**src/rtl/mem_arbiter_pkg.sv**
```systemverilog
// mem_arbiter_pkg
//   Shared definitions for the fetch/data memory arbiter.
//   - arb_state_t : FSM state encoding (IDLE=0, BUSY_I=1, BUSY_D=2)
//   - ARB_*       : default parameter values used by the arbiter
//   - sat_inc     : saturating increment helper for the starvation counter
package mem_arbiter_pkg;

  typedef enum logic [1:0] {
    IDLE   = 2'd0,
    BUSY_I = 2'd1,
    BUSY_D = 2'd2
  } arb_state_t;

  localparam int ARB_ADDR_W    = 32;
  localparam int ARB_DATA_W    = 32;
  localparam int ARB_MAX_D_RUN = 4;

  // Increment by one but never past the given ceiling.
  function automatic logic [7:0] sat_inc(input logic [7:0] value,
                                         input logic [7:0] ceiling);
    sat_inc = (value >= ceiling) ? ceiling : value + 8'd1;
  endfunction

endpackage

```
**src/rtl/mem_arbiter.sv**
```systemverilog
// mem_arbiter
//   Arbitrates a single-ported backend memory between the fetch stage
//   (read-only port i_*) and the memory stage (read/write port d_*).
//   Data requests normally win, but after MAX_D_RUN consecutive data grants
//   made while a fetch was waiting, the fetch is granted next.
//   Every transaction returns to IDLE for one cycle before the next grant.
//
// Ports
//   clk      in   sole clock, rising edge
//   reset    in   asynchronous, active-low reset
//   i_req    in   fetch request, held until i_ready
//   i_addr   in   fetch address
//   i_rdata  out  fetched word, valid with i_ready
//   i_ready  out  one-cycle fetch completion pulse
//   d_req    in   data request, held until d_ready
//   d_we     in   data write enable (1=write)
//   d_addr   in   data address
//   d_wdata  in   data write value
//   d_rdata  out  data read value, valid with d_ready (held across writes)
//   d_ready  out  one-cycle data completion pulse
//   m_req    out  backend request, held until m_ack
//   m_we     out  backend write enable
//   m_addr   out  backend address
//   m_wdata  out  backend write data
//   m_rdata  in   backend read data, valid with m_ack
//   m_ack    in   backend completion
module mem_arbiter
  import mem_arbiter_pkg::*;
#(
  parameter int ADDR_W    = ARB_ADDR_W,
  parameter int DATA_W    = ARB_DATA_W,
  parameter int MAX_D_RUN = ARB_MAX_D_RUN
) (
  input  logic              clk,
  input  logic              reset,
  input  logic              i_req,
  input  logic [ADDR_W-1:0] i_addr,
  output logic [DATA_W-1:0] i_rdata,
  output logic              i_ready,
  input  logic              d_req,
  input  logic              d_we,
  input  logic [ADDR_W-1:0] d_addr,
  input  logic [DATA_W-1:0] d_wdata,
  output logic [DATA_W-1:0] d_rdata,
  output logic              d_ready,
  output logic              m_req,
  output logic              m_we,
  output logic [ADDR_W-1:0] m_addr,
  output logic [DATA_W-1:0] m_wdata,
  input  logic [DATA_W-1:0] m_rdata,
  input  logic              m_ack
);

  localparam int CNT_W = 8;
  localparam logic [CNT_W-1:0] MAX_CNT = CNT_W'(MAX_D_RUN);

  arb_state_t        state, state_next;
  logic [CNT_W-1:0]  run_cnt, run_cnt_next;
  logic              m_req_next, m_we_next;
  logic [ADDR_W-1:0] m_addr_next;
  logic [DATA_W-1:0] m_wdata_next;
  logic              i_ready_next, d_ready_next;
  logic [DATA_W-1:0] i_rdata_next, d_rdata_next;
  logic              fetch_due;

  // A waiting fetch overrides data once the data run has hit its limit.
  assign fetch_due = i_req && (run_cnt == MAX_CNT);

  // Next-state and next-output logic. Backend request fields are only
  // loaded on a grant, so they stay stable for the whole BUSY phase.
  always_comb begin
    state_next   = state;
    run_cnt_next = run_cnt;
    m_req_next   = m_req;
    m_we_next    = m_we;
    m_addr_next  = m_addr;
    m_wdata_next = m_wdata;
    i_ready_next = 1'b0;
    d_ready_next = 1'b0;
    i_rdata_next = i_rdata;
    d_rdata_next = d_rdata;

    case (state)
      IDLE: begin
        // m_ack is deliberately ignored here
        if (d_req && !fetch_due) begin
          state_next   = BUSY_D;
          m_req_next   = 1'b1;
          m_we_next    = d_we;
          m_addr_next  = d_addr;
          m_wdata_next = d_wdata;
          // only runs taken while a fetch is waiting count toward starvation
          run_cnt_next = i_req ? sat_inc(run_cnt, MAX_CNT) : '0;
        end else if (i_req) begin
          state_next   = BUSY_I;
          m_req_next   = 1'b1;
          m_we_next    = 1'b0;
          m_addr_next  = i_addr;
          m_wdata_next = '0;
          run_cnt_next = '0;
        end
      end

      BUSY_I: begin
        if (m_ack) begin
          state_next   = IDLE;
          m_req_next   = 1'b0;
          i_ready_next = 1'b1;
          i_rdata_next = m_rdata;
        end
      end

      BUSY_D: begin
        if (m_ack) begin
          state_next   = IDLE;
          m_req_next   = 1'b0;
          d_ready_next = 1'b1;
          // a write completion leaves the last read value in place
          if (!m_we) begin
            d_rdata_next = m_rdata;
          end
        end
      end

      default: begin
        state_next = IDLE;
        m_req_next = 1'b0;
      end
    endcase
  end

  // State and output registers; reset clears everything immediately,
  // including an in-flight transaction.
  always_ff @(posedge clk or negedge reset) begin
    if (!reset) begin
      state   <= IDLE;
      run_cnt <= '0;
      m_req   <= 1'b0;
      m_we    <= 1'b0;
      m_addr  <= '0;
      m_wdata <= '0;
      i_ready <= 1'b0;
      d_ready <= 1'b0;
      i_rdata <= '0;
      d_rdata <= '0;
    end else begin
      state   <= state_next;
      run_cnt <= run_cnt_next;
      m_req   <= m_req_next;
      m_we    <= m_we_next;
      m_addr  <= m_addr_next;
      m_wdata <= m_wdata_next;
      i_ready <= i_ready_next;
      d_ready <= d_ready_next;
      i_rdata <= i_rdata_next;
      d_rdata <= d_rdata_next;
    end
  end

endmodule

```
**config.mk**
```make
export PLATFORM = sky130hd
export DESIGN_NAME = mem_arbiter
export DESIGN_NICKNAME = d
export VERILOG_FILES = /design/src/rtl/mem_arbiter_pkg.sv /design/src/rtl/mem_arbiter.sv
export SDC_FILE = /design/constraint.sdc
export NUM_CORES = 1
export LEC_CHECK = 0
export ABC_AREA = 1
export CORE_MARGIN = 2
export CORE_UTILIZATION = 38
export CTS_CLUSTER_DIAMETER = 60
export DETAILED_ROUTE_END_ITERATION = 16
export PLACE_DENSITY = 0.76
export SETUP_SLACK_MARGIN = 0.2
export SYNTH_ARGS = -nofsm -noshare
export SYNTH_HDL_FRONTEND = slang
export SYNTH_SLANG_ARGS = --single-unit
```
**constraint.sdc**
```tcl
create_clock -name clk -period 1.35 [get_ports clk]
set_input_delay 0.2025 -clock clk [delete_from_list [all_inputs] [get_ports clk]]
set_output_delay 0.2025 -clock clk [all_outputs]
set_load 0.005 [all_outputs]
```
==> results of run 1 <==
==> cells by family after synthesis <==
logic type / after synthesis / synth area share [%]
DFF: 142 / 58.5
buffers and inverters: 156 / 10.3
AOI/OAI and AO/OA: 101 / 8.38
adders and majority gates: 5 / 1.03
and+or+nand+nor: 325 / 21.8
==> routing by layer <==
layer / track usage [%] / part of all wire, % / vias to the layer above
met3: 6.72 / 8.0 / 62
met2: 41.2 / 51 / 270
met1: 28.5 / 38 / 3018
met4: 7.70 / 3.3 / 0
li1: - / - / 3043
met5: 0 / 0 / -
==> final cells by class <==
class	count	share of cell area, %
Clock buffer	20	4.06
Clock inverter	12	1.20
Inverter	115	3.82
Multi-Input combinational cell	432	24.1
Sequential cell	142	30.9
Tap cell	216	2.35
Timing Repair Buffer	413	33.6
==> cell usage after synthesis (all sizes together) <==
master,n
a21oi,1
buf,20
clkbuf,21
dfrtp,142
ha,5
inv,115
nand2,243
nand3,68
nand3b,1
nor2,13
o21ai,97
o22ai,3
==> worst register-to-register path: cells and delay by family (launching register included) <==
family	cells	cell delay [ns]
adder cells (fa/ha/maj)	1	0.12
buffers and inverters	6	0.70
AND/OR/NAND/NOR	3	0.19
flip-flops	1	0.39
AO/OA/AOI/OAI	1	0.08
==> what timing repair did <==
item,CTS,global route
endpoints found under the hold margin,142,0
setup buffers,36,50
resized for setup,723,167
endpoints found under the setup margin,273,266
cloned,16,9
pin swaps,17,20
hold buffers,1,0
==> per-stage QoR <==
stage / setup WS, ns / power, mW / hold slack [ns] / setup TNS (ns)
6_report: -0.228 / 23.4 / 0.193 / -12.68
2_1_floorplan: -0.0696 / 10.2 / -0.0931 / -1.86
5_1_grt: -0.280 / 24.8 / 0.194 / -22.02
3_5_place_dp: -0.317 / 15.5 / 0.0471 / -19.56
4_1_cts: -0.153 / 20.5 / 0.177 / -9.71
3_3_place_gp: -0.223 / 15.3 / 0.0492 / -14.35
==> registers in the layout (all words and copies together) (netlist names) <==
name,cells
m_wdata,32
m_req,1
run_cnt,8
m_we,1
m_addr,32
d_rdata,32
i_rdata,32
i_ready,1
state,2
d_ready,1
==> final timing paths <==
kind	startpoint	slack, ns	endpoint
min	reset	0.19	d_rdata[23]
max in group asynchronous	reset	0.61	i_rdata[10]
max reg2reg	state[0]	-0.23	d_rdata[4]
min reg2reg	m_addr[9]	0.47	m_addr[9]
max	state[0]	-0.23	d_rdata[4]
min in group clk	d_wdata[29]	0.34	m_wdata[29]
==> report_power, final <==
group / switching (mW) / total, mW / internal, mW
clock: 1.88 / 4.75 / 2.88
combinational: 5.26 / 11.2 / 5.99
sequential: 1.25 / 7.40 / 6.14
total: 8.39 / 23.4 / 15.0
==> impl_metrics.env, run 1 <==
export IMPL_status="complete, but fails checks"
export IMPL_violations="setup timing"
export IMPL_portBuffers=265
export IMPL_syn_instance_count=729
export IMPL_cp_slowest_cell="dfrtp_1"
export IMPL_regArea_mm2=0.00355
export IMPL_cp_end_kind="register"
export IMPL_max_vdd_ir_drop_mv=0.947
export IMPL_drive_gt1_share_pct=43.3
export IMPL_start_kind="register"
export IMPL_cts_tree="built"
export IMPL_grt_max_degree=55
export IMPL_r2r_cells=11
export IMPL_setup_viol=109
export IMPL_placed_cells=1206
export IMPL_slew_headroom_pct=68.6
export IMPL_mostFrequentLayoutCells="nand2_1, dfrtp_1, clkdlybuf4s50_1"
export IMPL_syn_num_nets=868
export IMPL_grt_pass1_vias=5938
export IMPL_dieArea_mm2=0.0170
export IMPL_synth_largest_area_cell="dfrtp_1"
export IMPL_synth_top_cell_area_share_pct=58.5
export IMPL_final_area_mm2=0.0115
export IMPL_rows=46
export IMPL_slew_viol_final=0
export IMPL_cts_root_buffer_cell="clkbuf_16"
export IMPL_crit_required_ns=1.64
export IMPL_path_buf_inv=6
export IMPL_first_iter_violations=301
export IMPL_final_core_util_pct=73.0
export IMPL_dp_hpwl_mm=11.8
export IMPL_ys_seq_area_share_pct=58.5
export IMPL_crit_family="buffers and inverters"
export IMPL_nNetsFinal=1260
export IMPL_grtUsageTotal_pct=23.7
export IMPL_worstSkewPairLatency_ns=0.41
export IMPL_place_gp_congestion=0.774
export IMPL_clock_fmax_mhz=634
export IMPL_hold_violations=0
export IMPL_grt_pass1_wl_mm=31.0
export IMPL_critical_path_class="register to register"
export IMPL_avgSynthCellArea_um2=8.34
export IMPL_num_io_pins=266
export IMPL_synth_area_leaders="dfrtp_1, nand2_1, o21ai_0, inv_1, nand3_1"
export IMPL_cts_htree_levels=4
export IMPL_worstMarginPinSlew_ns=0.470
export IMPL_netlist_cell_type_count=19
export IMPL_finalNonFillerCells=1350
export IMPL_post_route_period_util_pct=117
export IMPL_fp_dieH_um=130
export IMPL_setup_slack_ns=-0.228
export IMPL_layout_min_cycle_time_ns=1.58
export IMPL_drc_errors=0
export IMPL_fill_cells=1159
export IMPL_die_w_um=130
export IMPL_antenna_found_initial=0
export IMPL_powerDensity_mw_per_mm2=2030
export IMPL_layout_commonest_cell="nand2_1"
export IMPL_wl_per_cell_um=16.9
export IMPL_fin_skew_ns=0.00871
export IMPL_multi_input_area_mm2=0.00278
export IMPL_cts_made_buffers=17
export IMPL_synth_seq_cells=142
export IMPL_start_util_pct=38.5
export IMPL_ant_nets=0
export IMPL_first_pass_iters=4
export IMPL_leakage_nw=6.01
export IMPL_viasPerCell=4.74
export IMPL_cp_arrival_ns=1.86
export IMPL_antenna_cells=0
export IMPL_path_max_fanout=6
export IMPL_synth_area_mm2=0.00608
export IMPL_grt_setup_unrepaired="true"
export IMPL_cap_violations=0
export IMPL_path_depth=11
export IMPL_path_cells="inv_2, buf_6, ha_4, nand2_2, inv_2, nand2_4, buf_8, buf_12, buf_16, nand2_2, o21ai_1"
export IMPL_vias=6393
export IMPL_clock_sinks=142
export IMPL_drt_total_wl_mm=22.9
export IMPL_worstHoldPathType="primary input to asynchronous set/reset pin"
export IMPL_cts_reportedPaths_clkPinSlew_ns=0.06
export IMPL_clock_path_buffers=2
export IMPL_synth_warnings=0
export IMPL_syn_to_final_growth_pct=89.3
export IMPL_core_area_mm2=0.0158
export IMPL_max_stage_delay_ns=0.39
export IMPL_grt_ovfl_total=0
export IMPL_dpl_cell_area_mm2=0.00925
Note: power is estimated with default switching activity, not from simulation.
==> inputs of run 2 (changes only) <==
--- a/config.mk
+++ b/config.mk
@@ -6,6 +6,7 @@
 export NUM_CORES = 1
 export LEC_CHECK = 0
 export ABC_AREA = 1
+export ABC_CLOCK_PERIOD_IN_PS = 1350
 export CORE_MARGIN = 2
 export CORE_UTILIZATION = 38
 export CTS_CLUSTER_DIAMETER = 60
==> results of run 2 <==
The final DEF is identical to that of run 1; final timing and power are the same.
==> inputs of run 3 (changes only) <==
--- a/config.mk
+++ b/config.mk
@@ -11,7 +11,7 @@
 export CORE_UTILIZATION = 38
 export CTS_CLUSTER_DIAMETER = 60
 export DETAILED_ROUTE_END_ITERATION = 16
-export PLACE_DENSITY = 0.76
+export PLACE_DENSITY = 0.75
 export SETUP_SLACK_MARGIN = 0.2
 export SYNTH_ARGS = -nofsm -noshare
 export SYNTH_HDL_FRONTEND = slang
==> impl_metrics.env, run 3 (synthesized netlist as in run 1, its figures left out) <==
export IMPL_crit_required_ns=1.65
export IMPL_dp_hpwl_mm=12.5
export IMPL_pre_cts_slack_ns=-0.378
export IMPL_grt_pass1_wl_mm=30.1
export IMPL_start_util_pct=38.5
export IMPL_place_gp_congestion=0.800
export IMPL_crit_family="simple AND/OR/NAND/NOR gates"
export IMPL_powerDensity_mw_per_mm2=2080
export IMPL_clock_path_buffers=2
export IMPL_post_route_period_util_pct=114
export IMPL_slew_viol_final=0
export IMPL_core_area_mm2=0.0158
export IMPL_path_max_fanout=8
export IMPL_die_w_um=130
export IMPL_status="complete, but fails checks"
export IMPL_layout_commonest_cell="nand2_1"
export IMPL_placed_cells=1209
export IMPL_ant_nets=0
export IMPL_viasPerCell=4.82
export IMPL_clock_sinks=142
export IMPL_wl_per_cell_um=17.3
export IMPL_path_buf_inv=3
export IMPL_num_io_pins=266
export IMPL_cts_root_buffer_cell="clkbuf_16"
export IMPL_fp_dieH_um=130
export IMPL_dieArea_mm2=0.0170
export IMPL_vias=6510
export IMPL_first_pass_iters=4
export IMPL_critical_path_class="register to register"
export IMPL_slew_headroom_pct=68.2
export IMPL_setup_viol=109
export IMPL_layout_min_cycle_time_ns=1.54
export IMPL_worstHoldPathType="primary input to asynchronous set/reset pin"
export IMPL_antenna_cells=0
export IMPL_path_cells="inv_2, ha_4, nand2_4, nor2_4, nand2_4, nand2_8, buf_12, buf_16, nand2_4, nand3_2, nand2_1"
export IMPL_antenna_found_initial=0
export IMPL_cts_tree="built"
export IMPL_grt_setup_unrepaired="true"
export IMPL_portBuffers=265
export IMPL_leakage_nw=6.09
export IMPL_grt_max_degree=40
export IMPL_first_iter_violations=401
export IMPL_syn_to_final_growth_pct=91.8
export IMPL_fin_total_pwr_mw=24.3
export IMPL_crit_top_cell="nand2_4"
export IMPL_mostFrequentLayoutCells="nand2_1, dfrtp_1, clkdlybuf4s50_1"
export IMPL_worstSkewPairLatency_ns=0.42
export IMPL_cp_end_kind="register"
export IMPL_cap_violations=0
export IMPL_grt_pass1_vias=5912
export IMPL_hold_violations=0
export IMPL_grt_ovfl_total=0
export IMPL_grtUsageTotal_pct=22.9
export IMPL_drt_total_wl_mm=23.4
export IMPL_rows=46
export IMPL_finalNonFillerCells=1350
export IMPL_setup_slack_ns=-0.193
export IMPL_worstMarginPinSlew_ns=0.477
export IMPL_cp_arrival_ns=1.85
export IMPL_cp_slowest_cell="dfrtp_1"
export IMPL_drc_errors=0
export IMPL_violations="setup timing"
export IMPL_cts_htree_levels=4
export IMPL_fin_skew_ns=0.0110
export IMPL_cts_reportedPaths_clkPinSlew_ns=0.06
export IMPL_nNetsFinal=1260
export IMPL_final_core_util_pct=73.9
export IMPL_cts_made_buffers=17
export IMPL_max_stage_delay_ns=0.40
export IMPL_drive_gt1_share_pct=43.9
export IMPL_start_kind="register"
export IMPL_max_vdd_ir_drop_mv=1.09
export IMPL_clock_fmax_mhz=648
-- run 3: final timing paths --
kind                       cells after the start        start           to  slack (ns)
min reg2reg                                    2   m_addr[28]   m_addr[28]        0.48
max                                           11   run_cnt[0]   m_addr[20]       -0.19
max reg2reg                                   11   run_cnt[0]   m_addr[20]       -0.19
max in group asynchronous                      3        reset    m_addr[8]        0.52
min in group clk                               3  d_wdata[22]  m_wdata[22]        0.33
min                                            2        reset  i_rdata[17]        0.29
-- run 3: metrics by stage --
stage               hold WS (ns)  setup TNS (ns)  cell area, um2
floorplan                -0.0931           -1.86            6210
global placement           0.159          -17.39            9310
detailed placement         0.167          -21.43            9310
CTS                        0.304           -6.12           10400
global route               0.316          -15.23           11700
finish                     0.285           -8.81           11700
-- run 3: layout make-up --
class	count	area, um2
clock inverters	9	158
well taps	216	270
fillers	1096	4110
clock buffers	23	468
multi-input cells	432	2880
flip-flops and latches	142	3550
inverters	115	454
repair buffers	413	3880
-- run 3: routing by layer --
layer | part of all wire (%) | track usage (%) | vias to the layer above
met4 | 2.2 | 8.51 | 0
met2 | 52 | 39.9 | 255
met1 | 39 | 27.1 | 3168
met5 | 0 | 0 | -
li1 | - | - | 3044
met3 | 6.6 | 6.35 | 43
-- run 3: power by group --
part | total, mW | internal [mW] | leakage (nW) | switching [mW]
clock | 5.05 | 3.20 | 0.298 | 1.85
combinational | 11.9 | 6.33 | 3.99 | 5.57
sequential | 7.32 | 6.14 | 1.80 | 1.18
-- run 3: timing repair --
item,CTS,global route
pin swaps,14,30
resized for setup,714,208
setup endpoints to repair,273,248
hold buffers,1,0
gates cloned,10,13
endpoints found under the hold margin,32,0
buffers inserted,47,38
